**config.mk**
```make
export PLATFORM = sky130hd
export DESIGN_NAME = backprop_update_flat
export DESIGN_NICKNAME = d
export VERILOG_FILES = /design/src/rtl/nn_pkg.sv /design/src/rtl/backprop_update_if.sv /design/src/rtl/bp_grad_lane.sv /design/src/rtl/backprop_update.sv /design/src/flat_wrapper.sv
export SDC_FILE = /design/constraint.sdc
export NUM_CORES = 1
export LEC_CHECK = 0
export ABC_AREA = 1
export CAP_MARGIN = 20
export CORE_MARGIN = 2
export CORE_UTILIZATION = 40
export CTS_BUF_LIST = sky130_fd_sc_hd__clkbuf_8
export DETAILED_ROUTE_END_ITERATION = 6
export MAX_ROUTING_LAYER = met4
export PLACE_DENSITY = 0.64
export SLEW_MARGIN = 10
export SYNTH_ARGS = -nofsm -noshare
export SYNTH_HDL_FRONTEND = slang
export SYNTH_HIERARCHICAL = 1
export SYNTH_SLANG_ARGS = --single-unit
```
**constraint.sdc**
```tcl
create_clock -name clk_i -period 12.5 [get_ports clk_i]
set_input_delay 1.25 -clock clk_i [delete_from_list [all_inputs] [get_ports clk_i]]
set_output_delay 1.25 -clock clk_i [all_outputs]
set_load 0.05 [all_outputs]
```
**src/rtl/nn_pkg.sv**
```systemverilog
// Shared widths and FSM state encoding for the
// weight-update datapath.
package nn_pkg;

    localparam int NUM_W_D = 8;
    localparam int W_W_D   = 8;
    localparam int X_W_D   = 10;
    localparam int F_W_D   = 23;
    localparam int IDX_W   = 3;

    typedef enum logic [1:0] {
        S_IDLE,
        S_ERR,
        S_UPDATE,
        S_DONE
    } state_t;

endpackage

```
**src/rtl/backprop_update_if.sv**
```systemverilog
// Request/result bundle between a controller
// and the backprop weight-update engine.
interface backprop_update_if #(
    parameter int NUM_W = nn_pkg::NUM_W_D,
    parameter int W_W   = nn_pkg::W_W_D,
    parameter int X_W   = nn_pkg::X_W_D,
    parameter int F_W   = nn_pkg::F_W_D
);

    logic                   start_i;
    logic [F_W-1:0]         final_i;
    logic [3:0]             target_i;
    logic [NUM_W*X_W-1:0]   x_i;
    logic [NUM_W*W_W-1:0]   weights_i;
    logic [3:0]             lr_shift_i;
    logic                   busy_o;
    logic                   done_o;
    logic [NUM_W*W_W-1:0]   weights_o;
    logic [2:0]             idx_o;

    modport master (
        output start_i, final_i, target_i,
        output x_i, weights_i, lr_shift_i,
        input  busy_o, done_o, weights_o, idx_o
    );

    modport slave (
        input  start_i, final_i, target_i,
        input  x_i, weights_i, lr_shift_i,
        output busy_o, done_o, weights_o, idx_o
    );

endinterface

```
**src/rtl/bp_grad_lane.sv**
```systemverilog
// One weight update: grad = err*x, floor shift,
// subtract from the weight, clamp to unsigned range.
module bp_grad_lane #(
    parameter int W_W = 8,
    parameter int X_W = 10,
    parameter int F_W = 23
) (
    input  logic signed [F_W:0] err,
    input  logic [X_W-1:0]      x,
    input  logic [W_W-1:0]      w,
    input  logic [3:0]          lr,
    output logic [W_W-1:0]      w_new
);

    localparam int G_W = F_W + X_W + 2;
    localparam int D_W = G_W + 1;

    logic signed [G_W-1:0] e_ext;
    logic signed [G_W-1:0] x_ext;
    logic signed [G_W-1:0] grad;
    logic signed [G_W-1:0] delta;
    logic signed [D_W-1:0] delta_ext;
    logic signed [D_W-1:0] w_ext;
    logic signed [D_W-1:0] diff;
    logic signed [D_W-1:0] w_max;
    logic [4:0]            sh;

    assign e_ext     = err;
    assign x_ext     = {{(G_W-X_W){1'b0}}, x};
    assign grad      = e_ext * x_ext;
    assign sh        = 5'd7 + {1'b0, lr};
    assign delta     = grad >>> sh;
    assign delta_ext = delta;
    assign w_ext     = {{(D_W-W_W){1'b0}}, w};
    assign diff      = w_ext - delta_ext;
    assign w_max     = {{(D_W-W_W){1'b0}}, {W_W{1'b1}}};

    // clamp the full-width difference into [0, 2^W_W-1]
    always_comb begin
        w_new = diff[W_W-1:0];
        if (diff < 0)
            w_new = '0;
        else if (diff > w_max)
            w_new = '1;
    end

endmodule

```
**src/rtl/backprop_update.sv**
```systemverilog
// Sequential weight-update engine: one error term,
// then one weight per cycle through a shared lane.
module backprop_update
    import nn_pkg::*;
#(
    parameter int NUM_W = NUM_W_D,
    parameter int W_W   = W_W_D,
    parameter int X_W   = X_W_D,
    parameter int F_W   = F_W_D
) (
    input logic clk_i,
    input logic rst_i,
    backprop_update_if.slave bus
);

    localparam logic [IDX_W-1:0] LAST = IDX_W'(NUM_W - 1);

    state_t                 state;
    logic [F_W-1:0]         fin;
    logic [3:0]             tgt;
    logic [NUM_W*X_W-1:0]   xs;
    logic [NUM_W*W_W-1:0]   ws;
    logic [3:0]             lr;
    logic signed [F_W:0]    err;
    logic signed [F_W:0]    err_c;
    logic [IDX_W-1:0]       idx;
    logic                   busy;
    logic                   done;
    logic [NUM_W*W_W-1:0]   wout;
    logic [W_W-1:0]         w_new;

    assign err_c = $signed({1'b0, fin})
                 - $signed({{(F_W-3){1'b0}}, tgt});

    bp_grad_lane #(
        .W_W (W_W),
        .X_W (X_W),
        .F_W (F_W)
    ) u_lane (
        .err   (err),
        .x     (xs[idx*X_W +: X_W]),
        .w     (ws[idx*W_W +: W_W]),
        .lr    (lr),
        .w_new (w_new)
    );

    // control FSM with registered status and result outputs
    always_ff @(posedge clk_i or negedge rst_i) begin
        if (!rst_i) begin
            state <= S_IDLE;
            fin   <= '0;
            tgt   <= '0;
            xs    <= '0;
            ws    <= '0;
            lr    <= '0;
            err   <= '0;
            idx   <= '0;
            busy  <= 1'b0;
            done  <= 1'b0;
            wout  <= '0;
        end else begin
            unique case (state)
                S_IDLE: begin
                    if (bus.start_i) begin
                        fin   <= bus.final_i;
                        tgt   <= bus.target_i;
                        xs    <= bus.x_i;
                        ws    <= bus.weights_i;
                        lr    <= bus.lr_shift_i;
                        busy  <= 1'b1;
                        state <= S_ERR;
                    end
                end
                S_ERR: begin
                    err <= err_c;
                    idx <= '0;
                    if (err_c == '0) begin
                        wout  <= ws;
                        done  <= 1'b1;
                        state <= S_DONE;
                    end else begin
                        state <= S_UPDATE;
                    end
                end
                S_UPDATE: begin
                    wout[idx*W_W +: W_W] <= w_new;
                    if (idx == LAST) begin
                        idx   <= '0;
                        done  <= 1'b1;
                        state <= S_DONE;
                    end else begin
                        idx <= idx + 1'b1;
                    end
                end
                S_DONE: begin
                    done  <= 1'b0;
                    busy  <= 1'b0;
                    state <= S_IDLE;
                end
                default: state <= S_IDLE;
            endcase
        end
    end

    assign bus.busy_o    = busy;
    assign bus.done_o    = done;
    assign bus.idx_o     = idx;
    assign bus.weights_o = wout;

endmodule

```
**src/flat_wrapper.sv**
```systemverilog
// flat-port wrapper written by rule: the top's interface ports become plain ports
module backprop_update_flat import nn_pkg::*;
#(
    parameter int NUM_W = NUM_W_D,
    parameter int W_W   = W_W_D,
    parameter int X_W   = X_W_D,
    parameter int F_W   = F_W_D
)
  (clk_i, rst_i, bus_start_i, bus_final_i, bus_target_i, bus_x_i, bus_weights_i, bus_lr_shift_i, bus_busy_o, bus_done_o, bus_weights_o, bus_idx_o);
  backprop_update_if #(.NUM_W(NUM_W), .W_W(W_W), .X_W(X_W), .F_W(F_W)) bus_i ();
  input logic clk_i;
  input logic rst_i;
  input wire logic [$bits(bus_i.start_i)-1:0] bus_start_i;
  input wire logic [$bits(bus_i.final_i)-1:0] bus_final_i;
  input wire logic [$bits(bus_i.target_i)-1:0] bus_target_i;
  input wire logic [$bits(bus_i.x_i)-1:0] bus_x_i;
  input wire logic [$bits(bus_i.weights_i)-1:0] bus_weights_i;
  input wire logic [$bits(bus_i.lr_shift_i)-1:0] bus_lr_shift_i;
  output wire logic [$bits(bus_i.busy_o)-1:0] bus_busy_o;
  output wire logic [$bits(bus_i.done_o)-1:0] bus_done_o;
  output wire logic [$bits(bus_i.weights_o)-1:0] bus_weights_o;
  output wire logic [$bits(bus_i.idx_o)-1:0] bus_idx_o;
  assign bus_i.start_i = bus_start_i;
  assign bus_i.final_i = bus_final_i;
  assign bus_i.target_i = bus_target_i;
  assign bus_i.x_i = bus_x_i;
  assign bus_i.weights_i = bus_weights_i;
  assign bus_i.lr_shift_i = bus_lr_shift_i;
  assign bus_busy_o = bus_i.busy_o;
  assign bus_done_o = bus_i.done_o;
  assign bus_weights_o = bus_i.weights_o;
  assign bus_idx_o = bus_i.idx_o;
  backprop_update #(.NUM_W(NUM_W), .W_W(W_W), .X_W(X_W), .F_W(F_W)) u_core (.clk_i(clk_i), .rst_i(rst_i), .bus(bus_i));
endmodule
```
======== Word-level counts from Yosys, hierarchy flattened ========
Cells that the tools add are included.
storage, ports and cells
  bits in registers ....................... 270
  bits of input ports ..................... 178
  output and inout bits ................... 69
  logic and storage cells ................. 58
operators by class
  shift-type cells ........................ 5
  multiplexer cells ....................... 16
  reduce and logical (&&, ||, !) cells .... 10
  $add $sub $neg .......................... 5
  $mul .................................... 2
  eq/ne operators ......................... 7
  magnitude comparators ................... 2
operator list
  kind                                                                              number
  64-bit one-hot mux with 2 select lines                                            1
  80-bit by 8-bit variable part select with 10-bit output                           1
  64-bit bitwise mux                                                                1
  64-bit two-way mux                                                                1
  8-bit by 34-bit variable shift with 64-bit output, first input constant           1
  64-bit by 7-bit variable part select with 8-bit output                            1
  8-bit by 34-bit variable part select with 64-bit output                           1
  36-bit by 9-bit greater-than comparator with 1-bit output, second input constant  1
  36-bit by 1-bit less-than comparator with 1-bit output, second input constant     1
  9-bit by 35-bit subtractor with 36-bit output                                     1
  24-bit by 11-bit multiplier with 35-bit output                                    1
  35-bit by 5-bit >>> shifter with 35-bit output                                    1
  6-bit negator with 34-bit output                                                  1
  24-bit logical NOT                                                                1
  23-bit by 4-bit subtractor with 24-bit output                                     1
  8-bit two-way mux                                                                 2
  2-bit one-hot mux with 4 select lines                                             1
  2-bit AND reduction                                                               4
  3-bit by 3-bit multiplier with 6-bit output, second input constant                1
  3-bit one-hot mux with 2 select lines                                             1
  3-bit by 4-bit adder with 5-bit output, first input constant                      1
  2-bit equality test, second input constant                                        2
  1-bit two-way mux                                                                 4
  2-bit two-way mux                                                                 2
  other kinds (12)                                                                  14

======== Logic depth before layout (Yosys ltp) ========
  depth in word-level cells ............... 11
  depth in mapped cells ................... 67

======== By module ========
Netlist, hierarchy kept.
by module, submodules not included
  module           cells each  sequential area each (sq um)  area each (sq um)  instances
  bp_grad_lane     2256        0.0                           13734.4            1
  backprop_update  1706        6756.5                        13264.0            1

======== Least setup slack after synthesis ========
OpenSTA, ideal clock, no wires.
  path type ............................... register to register
  from .................................... register u_core.idx[0], in the netlist u_core/bus.idx_o[0]
  to ...................................... register u_core.wout[13], in the netlist u_core/bus.weights_o[13]
  cell stages (with the launch flop) ...... 60
  required time ........................... 12.381 ns
  path buffers ............................ 3
  period minus slack after synthesis ...... 9.826 ns
  data arrival time ....................... 9.706 ns
  path slack .............................. 2.674 ns
  cells stage by stage .................... dfrtp_1 > buf_2 > clkbuf_1 > o21ai_0 > o22ai_1 > nor2_1 > a31oi_1 > clkbuf_1 > nand2_1 > fa_1 > inv_1 > fa_1 > fa_1 > inv_1 > fa_1 > inv_1 > fa_1 > ha_1 > (+24 left out) > nor2_4 > nand2_4 > nor2_8 > nand2_4 > nand2_8 > nand2_2 > nor2_2 > nand2_2 > nor2_4 > nand3_1 > nand2_1 > inv_1 > nand2_1 > inv_1 > nand2_1 > o22ai_1 > nand4_1 > nand2_1
on the way
  word-level cells in the longest chain between the ends .. 11
  elaborated cells on any way between the ends .. 15
  classes of those cells .................. add/sub: 2; mul: 2; order compare: 2; shift: 5; mux: 4
ends and longest elaborated chain
  what                                                       RTL line               text
  start: declaration                                         backprop_update.sv:26  logic [IDX_W-1:0] idx;
  start signal: assignment                                   backprop_update.sv:92  idx <= idx + 1'b1;
  3-bit by 3-bit multiplier with 6-bit output                backprop_update.sv:41  .x (xs[idx*X_W +: X_W]),
  80-bit by 8-bit variable part select with 10-bit output    backprop_update.sv:41
  24-bit by 11-bit multiplier with 35-bit output             bp_grad_lane.sv:30     assign grad = e_ext * x_ext;
  35-bit by 5-bit >>> shifter with 35-bit output             bp_grad_lane.sv:32     assign delta = grad >>> sh;
  9-bit by 35-bit subtractor with 36-bit output *            bp_grad_lane.sv:35     assign diff = w_ext - delta_ext;
  36-bit by 9-bit greater-than comparator with 1-bit output  bp_grad_lane.sv:43     else if (diff > w_max)
  8-bit two-way mux                                          bp_grad_lane.sv:43
  8-bit two-way mux *                                        bp_grad_lane.sv:41     if (diff < 0)
  via u_core.w_new[5]                                        backprop_update.sv:30  logic [W_W-1:0] w_new;
  8-bit by 34-bit variable part select with 64-bit output *  backprop_update.sv:86  wout[idx*W_W +: W_W] <= w_new;
  64-bit bitwise mux *                                       backprop_update.sv:86
  64-bit one-hot mux with 2 select lines *                   backprop_update.sv:62  unique case (state)
  end signal: assignment                                     backprop_update.sv:78  wout <= ws;
  end signal: indexed assignment                             backprop_update.sv:86
  end: declaration                                           backprop_update.sv:29  logic [NUM_W*W_W-1:0] wout;
Mark *: on every way through the listed nets, which the timed path passes. The rest lies on a longest branch.
A chain may end at the register's enable or synchronous reset.

======== Worst setup path in the final report ========
  from .................................... register u_core.idx[0], in the netlist u_core/bus.idx_o[0]
  to ...................................... register u_core.wout[43], in the netlist u_core/bus.weights_o[43]
Same word-level chain as after synthesis.

==> results.md <==
* Status: completed
* Syn_area_per_cell at between 6 and 7 sq um
* Vias in the first global route at 25,400
* Port Buf Inserts at 246
* Die area at around 70,000 sq um
* Top-count cell post-synth: nand2_1
* Clock root cell: clkbuf_8
* Initial antenna violation count at 2
* CTS Hold Bufs at 0
* Worst Path Arrival at about 12 ns
* Clk slew on worst S/H paths at 0.07 ns
* Clock tree buffer depth at 3
* Max Cap Viol at 0
* Grt ovf at 0
* Crit path max fanout at just over 80
* Syn Std Cell Area at roughly 27,000 sq um
* CORE AREA at about 67,000 sq um
* Total CTS buffers at 43
* FF-to-FF setup slack at roughly 1.1 ns
* Syn Nets at between 4,000 and 5,000
* Number of flops mapped to enable cells by yosys at 0
* Share of the synthesized area in the top cell type at 0.250
* Vias per std cell at approximately 5.1
* Hold WC Path Type: register to register
* Worst-Skew Late Latency at slightly below 0.6 ns
* Post-synth top area cell: dfrtp_1
* Die Span Y at roughly 260 um
* Global-route wire length before repair at ~140,000 um
* Setup Fix Bufs, Post-CTS at 0
* Worst setup EP type: register
* Worst hold start: u_core/xs[14]
* Final setup vio count at 0
* Final setup skew at 0.0294 ns
* Synth Instances at a little under 4,000
* DRC errors left at 0
* Maximum operating frequency at roughly 88 MHz
* R2R cell count at 56
* Initial Util at 0.403
* Slowest cell delay on critical path at 0.74 ns
* Drt wl/cell at 17.0 um
* Num rows at between 90 and 100
* Setup_tns at 0 ns
* CTS tree: yes
* Share of cells above drive strength 1 at 0.0618
* Yosys cell types at 49
* Routability cong. at around 1
* Area grow syn2layout at 14.9%
* Register area share after synthesis at 0.250
* Largest net degree at the start of global routing at 134
* Worst R2R Start: u_core/bus.idx_o[0]
* Top cells by instance count after synthesis: nand2_1, inv_1, nand3_1
* Die X-Extent at around 260 um
* Total clock sinks at 270
* Drt first pass iters at 6
* Global-route usage over all layers at 0.254
* Tmin final at between 10 and 15 ns
* Primary FF master, synth: dfrtp_1
* Final hold vios at 0
* Drt initial violations at about 2,200
* H-tree levels at 2
* Worst Hold Path EP: u_core/xs[14]
* #FFs+latches synth at 270
* Hold path cells at 2
* Critical R2R Capture: u_core/bus.weights_o[43]
* Top cells by area, synth: dfrtp_1, nand2_1, fa_1
* WP data required at around 13 ns
* Tcrit/Tclk final at 0.912
* Max transition margin at 0.270
* WS Path Type: register to register
* # IOs at about 250
* Via count at 25,700
* FFs w/ async S/R, synth at 1.00
* Filler instances at 6,940
* Post-DP HPWL at between 60,000 and 70,000 um
* Startpoint Class: register
* Slew Limit Fails at 0
* Total Wirelength at 85,400 um
* PostCTS Resize Cnt at 0
* RSZ-0062 raised after global routing: no
* Ys Warns at 6
* Worst-margin pin slew at between 1 and 1.5 ns
* Nets at between 4,000 and 5,000
* Final ANT Viol Nets at 0
* Most numerous cell on the critical path: nand2_1
* Critical path's slowest cell: fa_1
==> cell families after synthesis <==
group,synth area share
simple gates,0.340
buf+inv,0.122
compound gates,0.0763
fa+ha+maj,0.202
flops,0.250
xor+xnor,0.00843
mux,0.000742
==> cells in the final DEF (no fill, tap or decap), drive strengths merged, types with 4 or more instances in the layout <==
cell type,synthesis,layout
a21oi,55,55
a221oi,7,7
a31oi,36,36
and2,5,5
buf,52,34
clkbuf,125,56
clkdlybuf4s50,0,245
clkinv,5,12
dfrtp,270,270
fa,211,211
ha,98,98
inv,664,676
nand2,1472,1472
nand3,319,319
nand4,85,85
nor2,236,236
nor3,7,7
o21ai,236,236
o21bai,7,7
o22ai,32,32
or2,4,4
xnor2,6,6
xor2,20,20
==> layout make-up <==
class,instances,area (sq um),area share
diodes,2,5.00,0.000161
flip-flops and latches,270,6760,0.218
well taps,873,1090,0.0352
inverters,669,2520,0.0812
multi-input cells,2846,17000,0.549
repair buffers,279,2720,0.0877
clock inverters,21,125,0.00403
clock buffers,56,771,0.0248
==> metal layers <==
metal  wire, um  vias to the layer above  GRT usage  share of wire
met3       6320                      159     0.0407          0.074
met5          0                        -          -              0
met2      38300                      933      0.391           0.45
met4       2630                        0     0.0808          0.031
li1           -                    12500          -              -
met1      38100                    12100      0.342           0.45
==> how the worst max path moves through the flow <==
| stage | to | slack [ns] | cells after the start | from |
|---|---|---|---|---|
| after floorplan | u_core/bus.weights_o[13] | 2.67 | 59 | u_core/bus.idx_o[0] |
| after global placement | u_core/bus.weights_o[3] | 1.41 | 56 | u_core/bus.idx_o[0] |
| after detailed placement | u_core/bus.weights_o[11] | 1.22 | 56 | u_core/bus.idx_o[0] |
| after CTS | u_core/bus.weights_o[11] | 1.17 | 56 | u_core/bus.idx_o[0] |
| after global routing | u_core/bus.weights_o[22] | 0.05 | 56 | u_core/bus.idx_o[0] |
| final | u_core/bus.weights_o[43] | 1.10 | 56 | u_core/bus.idx_o[0] |
==> per-stage QoR <==
stage	instances	hold WS (ns)	instance area [sq um]	setup WS (ns)	util
2_1_floorplan	3962	0.444	27000	2.67	-
3_3_place_gp	4936	0.457	30100	1.41	0.449
3_5_place_dp	4936	0.461	30100	1.22	0.449
4_1_cts	5013	0.478	31000	1.17	0.463
5_1_grt	5016	0.493	31000	0.0485	0.463
6_report	5016	0.475	31000	1.10	0.463
==> worst max-delay path: cells and delay by family, from the launching register on <==
kind	cells	cell delay, ns
compound gates	14	2.50
fa+ha+maj	7	3.65
buf+inv	9	1.52
flops	1	0.36
simple gates	26	3.11
==> state kept, by name, summed over array words and instances (netlist names) <==
signal                flops
u_core/bus.done_o         1
u_core/state              2
u_core/ws                64
u_core/bus.idx_o          3
u_core/err               24
u_core/fin               23
u_core/bus.weights_o     64
u_core/xs                80
u_core/lr                 4
u_core/bus.busy_o         1
u_core/tgt                4
Power is not shown: default switching activity piles up to over one toggle a cycle in this logic, so the estimate is an artifact.
